File: src/rtl/interrupt_controller.sv
// Edge-latched five-source interrupt controller (IF/IE). Fixed-priority dispatch to the CPU: source edge to oIrqReq in two cycles.
// Request is held with a stable vector until acked or cancelled; a one-cycle gap follows every ack.
module interrupt_controller #(
    parameter logic [7:0] VECTOR_BASE   = 8'h40,
    parameter logic [7:0] VECTOR_STRIDE = 8'h08
) (
    input  logic       iClock,
    input  logic       iReset_n,
    input  logic       iIntVblank,
    input  logic       iIntLcdStat,
    input  logic       iIntTimer,
    input  logic       iIntSerial,
    input  logic       iIntJoypad,
    input  logic       iMcuWeIf,
    input  logic       iMcuWeIe,
    input  logic [7:0] iMcuWriteData,
    input  logic       iIme,
    input  logic       iIrqAck,
    output logic [7:0] oIf,
    output logic [7:0] oIe,
    output logic       oIrqReq,
    output logic [7:0] oIrqVector,
    output logic       oWakeup
);

    typedef enum logic [1:0] {IRQ_IDLE, IRQ_REQ, IRQ_DONE} irq_state_e;

    irq_state_e state_q, state_d;
    logic [4:0] if_q, if_d;
    logic [7:0] ie_q, ie_d;
    logic [4:0] src_q;
    logic [2:0] idx_q, idx_d;
    logic [4:0] src, src_edge, pend, sel_mask;
    logic [2:0] enc_idx;
    logic       ack_clr;

    assign src      = {iIntJoypad, iIntSerial, iIntTimer, iIntLcdStat, iIntVblank};
    assign src_edge = src & ~src_q;
    assign pend     = if_q & ie_q[4:0];
    assign sel_mask = 5'b00001 << idx_q;
    assign ack_clr  = (state_q == IRQ_REQ) && iIrqAck;

    always_comb begin
        enc_idx = 3'd0;
        for (int k = 4; k >= 0; k--) begin
            if (pend[k]) enc_idx = 3'(k);
        end
    end

    // Later assignments win: a source edge overrides both the ack clear and a CPU write.
    always_comb begin
        if_d = if_q;
        if (iMcuWeIf) if_d = iMcuWriteData[4:0];
        if (ack_clr)  if_d = if_d & ~sel_mask;
        if_d = if_d | src_edge;
    end

    assign ie_d = iMcuWeIe ? iMcuWriteData : ie_q;

    always_ff @(posedge iClock or negedge iReset_n) begin
        if (!iReset_n) begin
            if_q  <= 5'd0;
            ie_q  <= 8'h00;
            src_q <= 5'd0;
            idx_q <= 3'd0;
        end else begin
            if_q  <= if_d;
            ie_q  <= ie_d;
            src_q <= src;
            idx_q <= idx_d;
        end
    end

    always_ff @(posedge iClock or negedge iReset_n) begin
        if (!iReset_n) state_q <= IRQ_IDLE;
        else           state_q <= state_d;
    end

    always_comb begin
        state_d = state_q;
        idx_d   = idx_q;
        case (state_q)
            IRQ_IDLE: begin
                if (iIme && (|pend)) begin
                    state_d = IRQ_REQ;
                    idx_d   = enc_idx;
                end
            end
            IRQ_REQ: begin
                if (iIrqAck)                              state_d = IRQ_DONE;
                else if (!iIme || !(|(pend & sel_mask)))  state_d = IRQ_IDLE;
            end
            IRQ_DONE: state_d = IRQ_IDLE;
            default:  state_d = IRQ_IDLE;
        endcase
    end

    always_comb begin
        oIrqReq    = 1'b0;
        oIrqVector = 8'h00;
        if (state_q == IRQ_REQ) begin
            oIrqReq    = 1'b1;
            oIrqVector = VECTOR_BASE + ({5'd0, idx_q} * VECTOR_STRIDE);
        end
    end

    assign oIf     = {3'b111, if_q};
    assign oIe     = ie_q;
    assign oWakeup = |pend;

endmodule

File: config.mk
export PLATFORM = sky130hd
export DESIGN_NAME = interrupt_controller
export DESIGN_NICKNAME = d
export VERILOG_FILES = /design/src/rtl/interrupt_controller.sv
export SDC_FILE = /design/constraint.sdc
export NUM_CORES = 1
export LEC_CHECK = 0
export CORE_MARGIN = 10
export CORE_UTILIZATION = 48
export CTS_BUF_LIST = sky130_fd_sc_hd__clkbuf_4
export CTS_CLUSTER_SIZE = 30
export DETAILED_ROUTE_END_ITERATION = 8
export GPL_TIMING_DRIVEN = 0
export PLACE_DENSITY = 0.93
export SETUP_SLACK_MARGIN = 0.2
export SKIP_CTS_REPAIR_TIMING = 1
export SYNTH_ARGS = -nofsm -noshare
export SYNTH_HDL_FRONTEND = slang
export SYNTH_SLANG_ARGS = --single-unit
File: constraint.sdc
create_clock -name iClock -period 2.8 [get_ports iClock]
set_input_delay 0.28 -clock iClock [delete_from_list [all_inputs] [get_ports iClock]]
set_output_delay 0.28 -clock iClock [all_outputs]
set_load 0.01 [all_outputs]
### Yosys cells after proc, flatten, opt, wreduce, memory -nomap -nowiden

Cells that the tools add are included.
W data, S select, Z words.

| word-level totals | value |
|---|---|
| memory bits (read-only) | 0 |
| logic and storage cells | 40 |
| latch bits | 0 |
| bits of input ports | 19 |
| RAM bits | 0 |
| memories | 0 |
| register bits | 23 |

| operators by class | value |
|---|---|
| multiplexer cells | 13 |
| order comparisons | 0 |
| add/subtract/negate cells | 1 |
| shift operators | 1 |
| reduce and logical (&&, ||, !) cells | 10 |
| equal/unequal tests | 3 |
| $mul | 0 |
| divide/modulo/power cells | 0 |
| bitwise operators | 7 |

Operators with widths:

| kind | number |
|---|---|
| $and A5 B5 Y5 | 4 |
| $mux W3 | 5 |
| $mux W5 | 2 |
| $not A5 Y5 | 2 |
| $reduce_or A5 Y1 | 2 |
| $add A7 B6 Y8 const A | 1 |
| $mux W8 | 1 |
| $mux W2 | 3 |
| $or A5 B5 Y5 | 1 |
| $shl A1 B3 Y5 const A | 1 |
| $pmux W2 S2 | 1 |
| $reduce_and A2 Y1 | 2 |
| $ne A3 B3 Y1 const B | 1 |
| $eq A2 B1 Y1 const B | 1 |
| $logic_and A1 B1 Y1 | 2 |
| $logic_not A1 Y1 | 2 |
| $logic_not A2 Y1 | 1 |
| $ne A2 B2 Y1 const B | 1 |
| $logic_or A1 B1 Y1 | 1 |
| $mux W1 | 1 |

### Depth between registers and ports, before layout

Gate-level depths: netlist of the first run.

| logic depth | value |
|---|---|
| depth in word-level cells | 8 |
| depth in mapped cells | 5 |
| mapped depth without buffers | 4 |

### Worst setup path before layout of the first run

OpenSTA, ideal clock, no wires.

| path | value |
|---|---|
| path kind | register -> register |
| start point | register if_q[1] |
| end point | register idx_q[0] |
| clock period less this slack | 1.339 ns |
| data arrival time | 1.214 ns |
| data required time | 2.675 ns |
| library setup time | 0.125 ns |
| buffers on the path | 0 |
| path slack | 1.461 ns |
| stages on the path, launching flop included | 5 |
| cells stage by stage | dfrtp_1 > a22o_4 > nor2_4 > a21oi_4 > mux2_4 |

| on the way | value |
|---|---|
| longest elaborated chain between the ends | 4 |
| elaborated cells between the ends (all ways) | 6 |

RTL lines:

| item | RTL line | RTL |
|---|---|---|
| start: declaration | 29 | `logic [4:0] if_q, if_d;` |
| start signal: assignment | 67 | `if_q <= if_d;` |
| $and A5 B5 Y5 (*) | 39 | `assign pend = if_q & ie_q[4:0];` |
| $reduce_or A5 Y1 | 84 | `if (iIme && (\|pend)) begin` |
| $logic_and A1 B1 Y1 | 84 |  |
| $reduce_and A2 Y1 (no source line) | n/a |  |
| end signal: assignment | 70 | `idx_q <= idx_d;` |
| end: declaration | 32 | `logic [2:0] idx_q, idx_d;` |

Every way passes the cells marked *; elsewhere a longest branch is shown, timed or not.
A chain may end at the register's enable or synchronous reset.

### Final worst setup path of the first run

| path | value |
|---|---|
| start point | register if_q[1] |
| end point | output oWakeup |

| on the way | value |
|---|---|
| longest elaborated chain between the ends | 2 |

RTL lines:

| item | RTL line | RTL |
|---|---|---|
| $and A5 B5 Y5 | 39 |  |
| $reduce_or A5 Y1 | 109 | `assign oWakeup = \|pend;` |
| end: declaration | 23 | `output logic oWakeup` |

Every way passes these cells.

==> results of run 1 <==
## layout by cell type (no fill, tap or decap), types with 2 or more instances in the layout
cell / Yosys / final
o22ai_1: 3 / 3
clkbuf_1: 2 / 2
mux2i_1: 4 / 4
and2_1: 4 / 4
nor3_1: 2 / 2
inv_1: 5 / 5
dfrtp_1: 23 / 23
nand2_1: 4 / 4
clkbuf_4: 0 / 3
mux2_2: 8 / 8
clkdlybuf4s50_1: 0 / 35
nor2_1: 2 / 2
o21ai_1: 2 / 2
mux2_4: 3 / 3
a21oi_1: 2 / 2
conb_1: 2 / 7
buf_4: 9 / 9
## cells by family after synthesis
group | Yosys count
DFF | 23
and+or+nand+nor | 24
AOI/OAI and AO/OA | 17
other | 2
buffers and inverters | 17
muxes | 15
## registers in the layout, indices dropped and copies added, names as in the netlist
register / flops
if_q: 5
state_q: 2
idx_q: 3
src_q: 5
oIe: 8
## per-layer routing
layer / track usage, % / vias to the layer above / share of wire, %
met1: 12.34 / 424 / 39
met2: 19.96 / 41 / 49
met5: 0 / - / 0
li1: - / 418 / -
met4: 5.100 / 0 / 2.9
met3: 4.850 / 9 / 9.3
## cell type report
type	instances	area share, %
well taps	28	2.208
clock inverters	1	0.3155
flip-flops and latches	23	36.28
plain buffers	12	5.047
multi-input cells	63	31.47
inverters	5	1.183
repair buffers	35	22.08
clock buffers	3	1.420
## power groups by stage
| stage | Clock (uW) | Combinational [uW] | Sequential [uW] |
|---|---|---|---|
| 2_1_floorplan | 0 | 213 | 427 |
| 3_3_place_gp | 0 | 358 | 422 |
| 3_5_place_dp | 0 | 366 | 428 |
| 4_1_cts | 155 | 371 | 422 |
| 5_1_grt | 169 | 400 | 429 |
| 6_report | 154 | 369 | 423 |
## final timing paths
kind                       cells after the start                     end
setup / recovery                               4                 oWakeup
hold / removal                                 1       if_q[1]$_DFF_PN0_
setup reg to reg                               4    idx_q[0]$_DFFE_PN0P_
hold reg to reg                                1       if_q[1]$_DFF_PN0_
max in group asynchronous                      1  state_q[0]$_DFFE_PN0P_
min in group asynchronous                      1      oIe[6]$_DFFE_PN0P_
## per-stage QoR
step                      setup slack [ns]  utilization (%)  hold WS [ns]  instances  power (uW)
after floorplan                      1.461                -      -0.01559        103       640.6
after global placement               1.121            69.15        0.3960        166       780.3
after detailed placement             1.134            69.15        0.4016        166       794.5
after CTS                           0.7694            70.37        0.4079        170       947.7
after global routing                0.7088            70.37        0.4096        170       998.5
final                               0.7761            70.37        0.4064        170       946.4
==> impl_metrics.tcl, run 1 <==
set metrics [dict create \
    grt_pass1_wl_mm 4.781 \
    synth_most_common_cell "dfrtp_1" \
    placed_area_um2 1559 \
    cp.arrival_ns 1.74 \
    synth_fa_ha_area_share_pct 0 \
    avgViaCountPerCell 5.247 \
    fillers 177 \
    dr.pass1.iters 4 \
    grt_pass1_vias 967 \
    drt-initial-drc-count 15 \
    layout-drive-gt1-share_pct 22.54 \
    ioPinCount 45 \
    ys_warn_count 0 \
    start_util_pct 51.22 \
    multiInputGateArea_um2 499.2 \
    pwr-share-seq_pct 44.7 \
    syn_area_per_cell_um2 11.78 \
    wire_per_inst_um 16.59 \
    slew_headroom_pct 33.69 \
    finalHoldViolCount 0 \
    core_area_um2 2255 \
    antenna_cells 0 \
    die-height_um 69.05 \
    fp.dieArea_um2 4768 \
    cp_slowest_cell "clkdlybuf4s50_1" \
    synth_xor_area_share_pct 0 \
    cts.sinks 23 \
    ys_ff_latch 23 \
    grt_usage_pct 11.74 \
    power_switching_uw 310.2 \
    cts-root-buf "clkbuf_4" \
    cp-start-kind "flip-flop" \
    leakagePower_uw 0.0007015 \
    fin_tns_setup_ns 0 \
    rows 17 \
    synth-simple-area-share_pct 13.76 \
    synth.cells.most_frequent "23 x dfrtp_1, 9 x buf_4, 8 x mux2_2" \
    worstHoldPathType "reg2reg" \
    rsz0062_at_grt "false" \
    setup_viol 0 \
    synth-seq-area-share_pct 49.84 \
    synth_cell_types 38 \
    regArea_um2 575.6 \
    r2r-start "if_q[1]$_DFF_PN0_" \
    routabilityCongestion 0.7892 \
    p_sw_share_pct 32.77 \
    synth_top_family_by_area "multiplexers" \
    p_comb_share_pct 39.0 \
    crit_buf_inv 1 \
    grt_start_max_net_pins 24 \
    clock_path_buffers 2 \
    p_per_area_nw_per_um2 596.5 \
    drt_wl_total_mm 2.820 \
    numCtsBuffers 3 \
    clkTransAtPathRegs_ns 0.13 \
    synth_ff_type "dfrtp_1" \
    synth_edf_count 0 \
    critPathTopFamily "buffers and inverters" \
    dp.final_hpwl_mm 2.250 \
    synth_top_area_share_pct 49.84 \
    r2r_slack_ns 1.42 \
    synth-compound-area-share_pct 12.03 \
    drc_errors 0 \
    tritoncts "done" \
    fin_crit_ns 2.024 \
    run_status "finished clean" \
    async_flop_share_pct 100.0 \
    worst-setup-path-type "reg2out" \
    cp.required_ns 2.52 \
    ant_nets 0 \
    finalCritPeriodShare_pct 72.28 \
    path_max_fanout 5 \
    max_freq_mhz 494.1 \
    crit_path_cell_trace "a22o_4 > nor2_4 > nand2_1 > clkdlybuf4s50_1" \
    synth_area_leader_cell "dfrtp_1" \
    nets 162 \
    fin_area_um2 1587 \
    clkLatencyLatePin_ns 0.32 \
    synth_area_leaders "dfrtp_1 50%, mux2_2 7.8%, buf_4 5.9%" \
    portBuffers 35 \
    vdd_drop_max_uv 501.8 \
    p_clk_share_pct 16.3 \
    htreeDepth 1 \
    synth.area.mux_share_pct 15.17 \
    synthCells 98 \
    cap_violations 0 \
    worstHoldStart "src_q[1]$_DFF_PN0_" \
    fp.dieW_um 69.05 \
    clock-skew-final_ns 0.01067 \
    vias 892 \
    crit_path_start "if_q[1]$_DFF_PN0_" \
    antenna_found_initial 0 \
    slowest_delay_ns 0.47 \
    synth_area_um2 1155 \
    cp-end-kind "output pin" \
    worstMarginPinSlew_ns 0.9916 \
    area_delta_synth_final_pct 37.38 \
    overflow 0 \
    slew_viol_final 0 \
    p_int_uw 636.3 \
]
(Power assumes the default switching activity.)
==> run 2: changes to the inputs <==
--- a/config.mk
+++ b/config.mk
@@ -6,12 +6,12 @@
 export NUM_CORES = 1
 export LEC_CHECK = 0
 export CORE_MARGIN = 10
-export CORE_UTILIZATION = 48
+export CORE_UTILIZATION = 45
 export CTS_BUF_LIST = sky130_fd_sc_hd__clkbuf_4
 export CTS_CLUSTER_SIZE = 30
 export DETAILED_ROUTE_END_ITERATION = 8
 export GPL_TIMING_DRIVEN = 0
-export PLACE_DENSITY = 0.93
+export PLACE_DENSITY = 0.88
 export SETUP_SLACK_MARGIN = 0.2
 export SKIP_CTS_REPAIR_TIMING = 1
 export SYNTH_ARGS = -nofsm -noshare
==> constraint.sdc (replaced) <==
create_clock -name iClock -period 1.9 [get_ports iClock]
set_input_delay 0.19 -clock iClock [delete_from_list [all_inputs] [get_ports iClock]]
set_output_delay 0.19 -clock iClock [all_outputs]
set_load 0.01 [all_outputs]
==> run 2 against run 1 <==
Effect of this change: power up 51%; flip-flop and latch count unchanged; critical path type unchanged; via count down 0.67%; worst setup slack worse by 0.50 ns; wire length down 1.7%; global-route usage down 1.2 points; first-iteration DRC count down 20%; final area up 4.6%.
==> impl_metrics.tcl, run 2 (synthesis results as in run 1) <==
set metrics [dict create \
    run_status "finished clean" \
    r2r_slack_ns 0.47 \
    dr.pass1.iters 4 \
    clkLatencyLatePin_ns 0.32 \
    rsz0062_at_grt "false" \
    fp.dieW_um 70.66 \
    worst-setup-path-type "reg2out" \
    largest_reg_flops 8 \
    antenna_found_initial 0 \
    grt_pass1_wl_mm 4.471 \
    grt_start_max_net_pins 24 \
    fin_tns_setup_ns 0 \
    numCtsBuffers 3 \
    placed_area_um2 1562 \
    rr_worst_depth 5 \
    r2r-start "if_q[1]$_DFF_PN0_" \
    worstHoldPathType "in2reg" \
    portBuffers 35 \
    cp.arrival_ns 1.44 \
    setup_viol 0 \
    grt_usage_pct 10.53 \
    timing.hold.ws_ns 0.3225 \
    leakagePower_uw 0.0008146 \
    mostFrequentLayoutCell "clkdlybuf4s50_1" \
    layout_common_cells "29 x clkdlybuf4s50_1, 21 x dfrtp_1, 15 x buf_4" \
    slew_viol_final 0 \
    drc_errors 0 \
    finalPower_uw 1433 \
    worst_slack_ns 0.2747 \
    min_to "src_q[3]$_DFF_PN0_" \
    vdd_drop_max_uv 642.5 \
    r2r_end "state_q[0]$_DFFE_PN0P_" \
    routabilityCongestion 0.8245 \
    nets 168 \
    min_path_cells 1 \
    vias 886 \
    finalHoldViolCount 0 \
    cts.sinks 23 \
    tritoncts "done" \
    slew_headroom_pct 33.25 \
    fp.dieArea_um2 4993 \
    wire_per_inst_um 15.57 \
    drt_wl_total_mm 2.772 \
    overflow 0 \
    fin_crit_ns 1.625 \
    antenna_cells 0 \
    worstMarginPinSlew_ns 0.9982 \
    worstHoldStart "iIntSerial" \
    cp.required_ns 1.71 \
    avgViaCountPerCell 4.978 \
    path_max_fanout 4 \
    die-height_um 70.66 \
    finalCritPeriodShare_pct 85.54 \
    layout-drive-gt1-share_pct 27.03 \
    rows 18 \
    drt-initial-drc-count 12 \
    dp_slack_ns 0.2901 \
    ioPinCount 45 \
    cp-end-kind "output pin" \
    htreeDepth 1 \
    dp.final_hpwl_mm 2.155 \
    start_util_pct 47.04 \
    clock_path_buffers 2 \
    core_area_um2 2455 \
    p_per_area_nw_per_um2 863.5 \
    cts-root-buf "clkbuf_4" \
    cp-start-kind "flip-flop" \
    clock-skew-final_ns 0.009408 \
    fin_area_um2 1659 \
    ant_nets 0 \
    cap_violations 0 \
    max_freq_mhz 615.3 \
    clkTransAtPathRegs_ns 0.13 \
    area_delta_synth_final_pct 43.66 \
    grt_pass1_vias 965 \
]
==> run 2: stage by stage <==
step,utilization (%),cells
2_1_floorplan,-,103
3_3_place_gp,63.61,168
3_5_place_dp,63.61,168
4_1_cts,64.73,172
5_1_grt,67.58,178
6_report,67.58,178
==> run 2: power breakdown <==
group | total (uW) | internal (uW) | leakage, uW | switching (uW)
clock network | 232 | 79.0 | 0.0000177 | 153
logic | 577 | 332 | 0.000529 | 245
registers | 624 | 559 | 0.000268 | 64.4
total | 1430 | 970 | 0.000815 | 462
==> run 2: worst max-delay path by stage <==
stage,cells after the start,startpoint,slack (ns),endpoint
2_1_floorplan,4,if_q[1]$_DFF_PN0_,0.56,idx_q[0]$_DFFE_PN0P_
3_3_place_gp,5,iIrqAck,0.28,if_q[1]$_DFF_PN0_
3_5_place_dp,5,iIrqAck,0.29,if_q[1]$_DFF_PN0_
4_1_cts,4,if_q[3]$_DFF_PN0_,-0.05,oWakeup
5_1_grt,4,if_q[1]$_DFF_PN0_,0.23,oWakeup
6_report,4,if_q[1]$_DFF_PN0_,0.27,oWakeup
==> run 2: cell type report <==
cell class,instances,area [um^2]
Inverter,5,18.77
Tap cell,30,37.54
Clock inverter,1,5.005
Timing Repair Buffer,41,410.4
Fill cell,202,795.8
Sequential cell,23,578.1
Multi-Input combinational cell,63,504.2
Clock buffer,3,22.52
Buffer,12,82.58
==> run 2: metal layers <==
layer  part of all wire (%)  vias to the layer above  track usage, %
met2                     49                       36           16.97
met5                      0                        -               0
li1                       -                      428               -
met1                     37                      417           11.54
met3                     12                        5           5.579
met4                    1.7                        0           3.871
==> run 2: worst max-delay path, stage by stage, from the launching register on <==
cell and delay, ns:
dfrtp_2 0.47, a22o_4 0.28, nor2_4 0.13, nand2_1 0.06, dlymetal6s2s_1 0.17
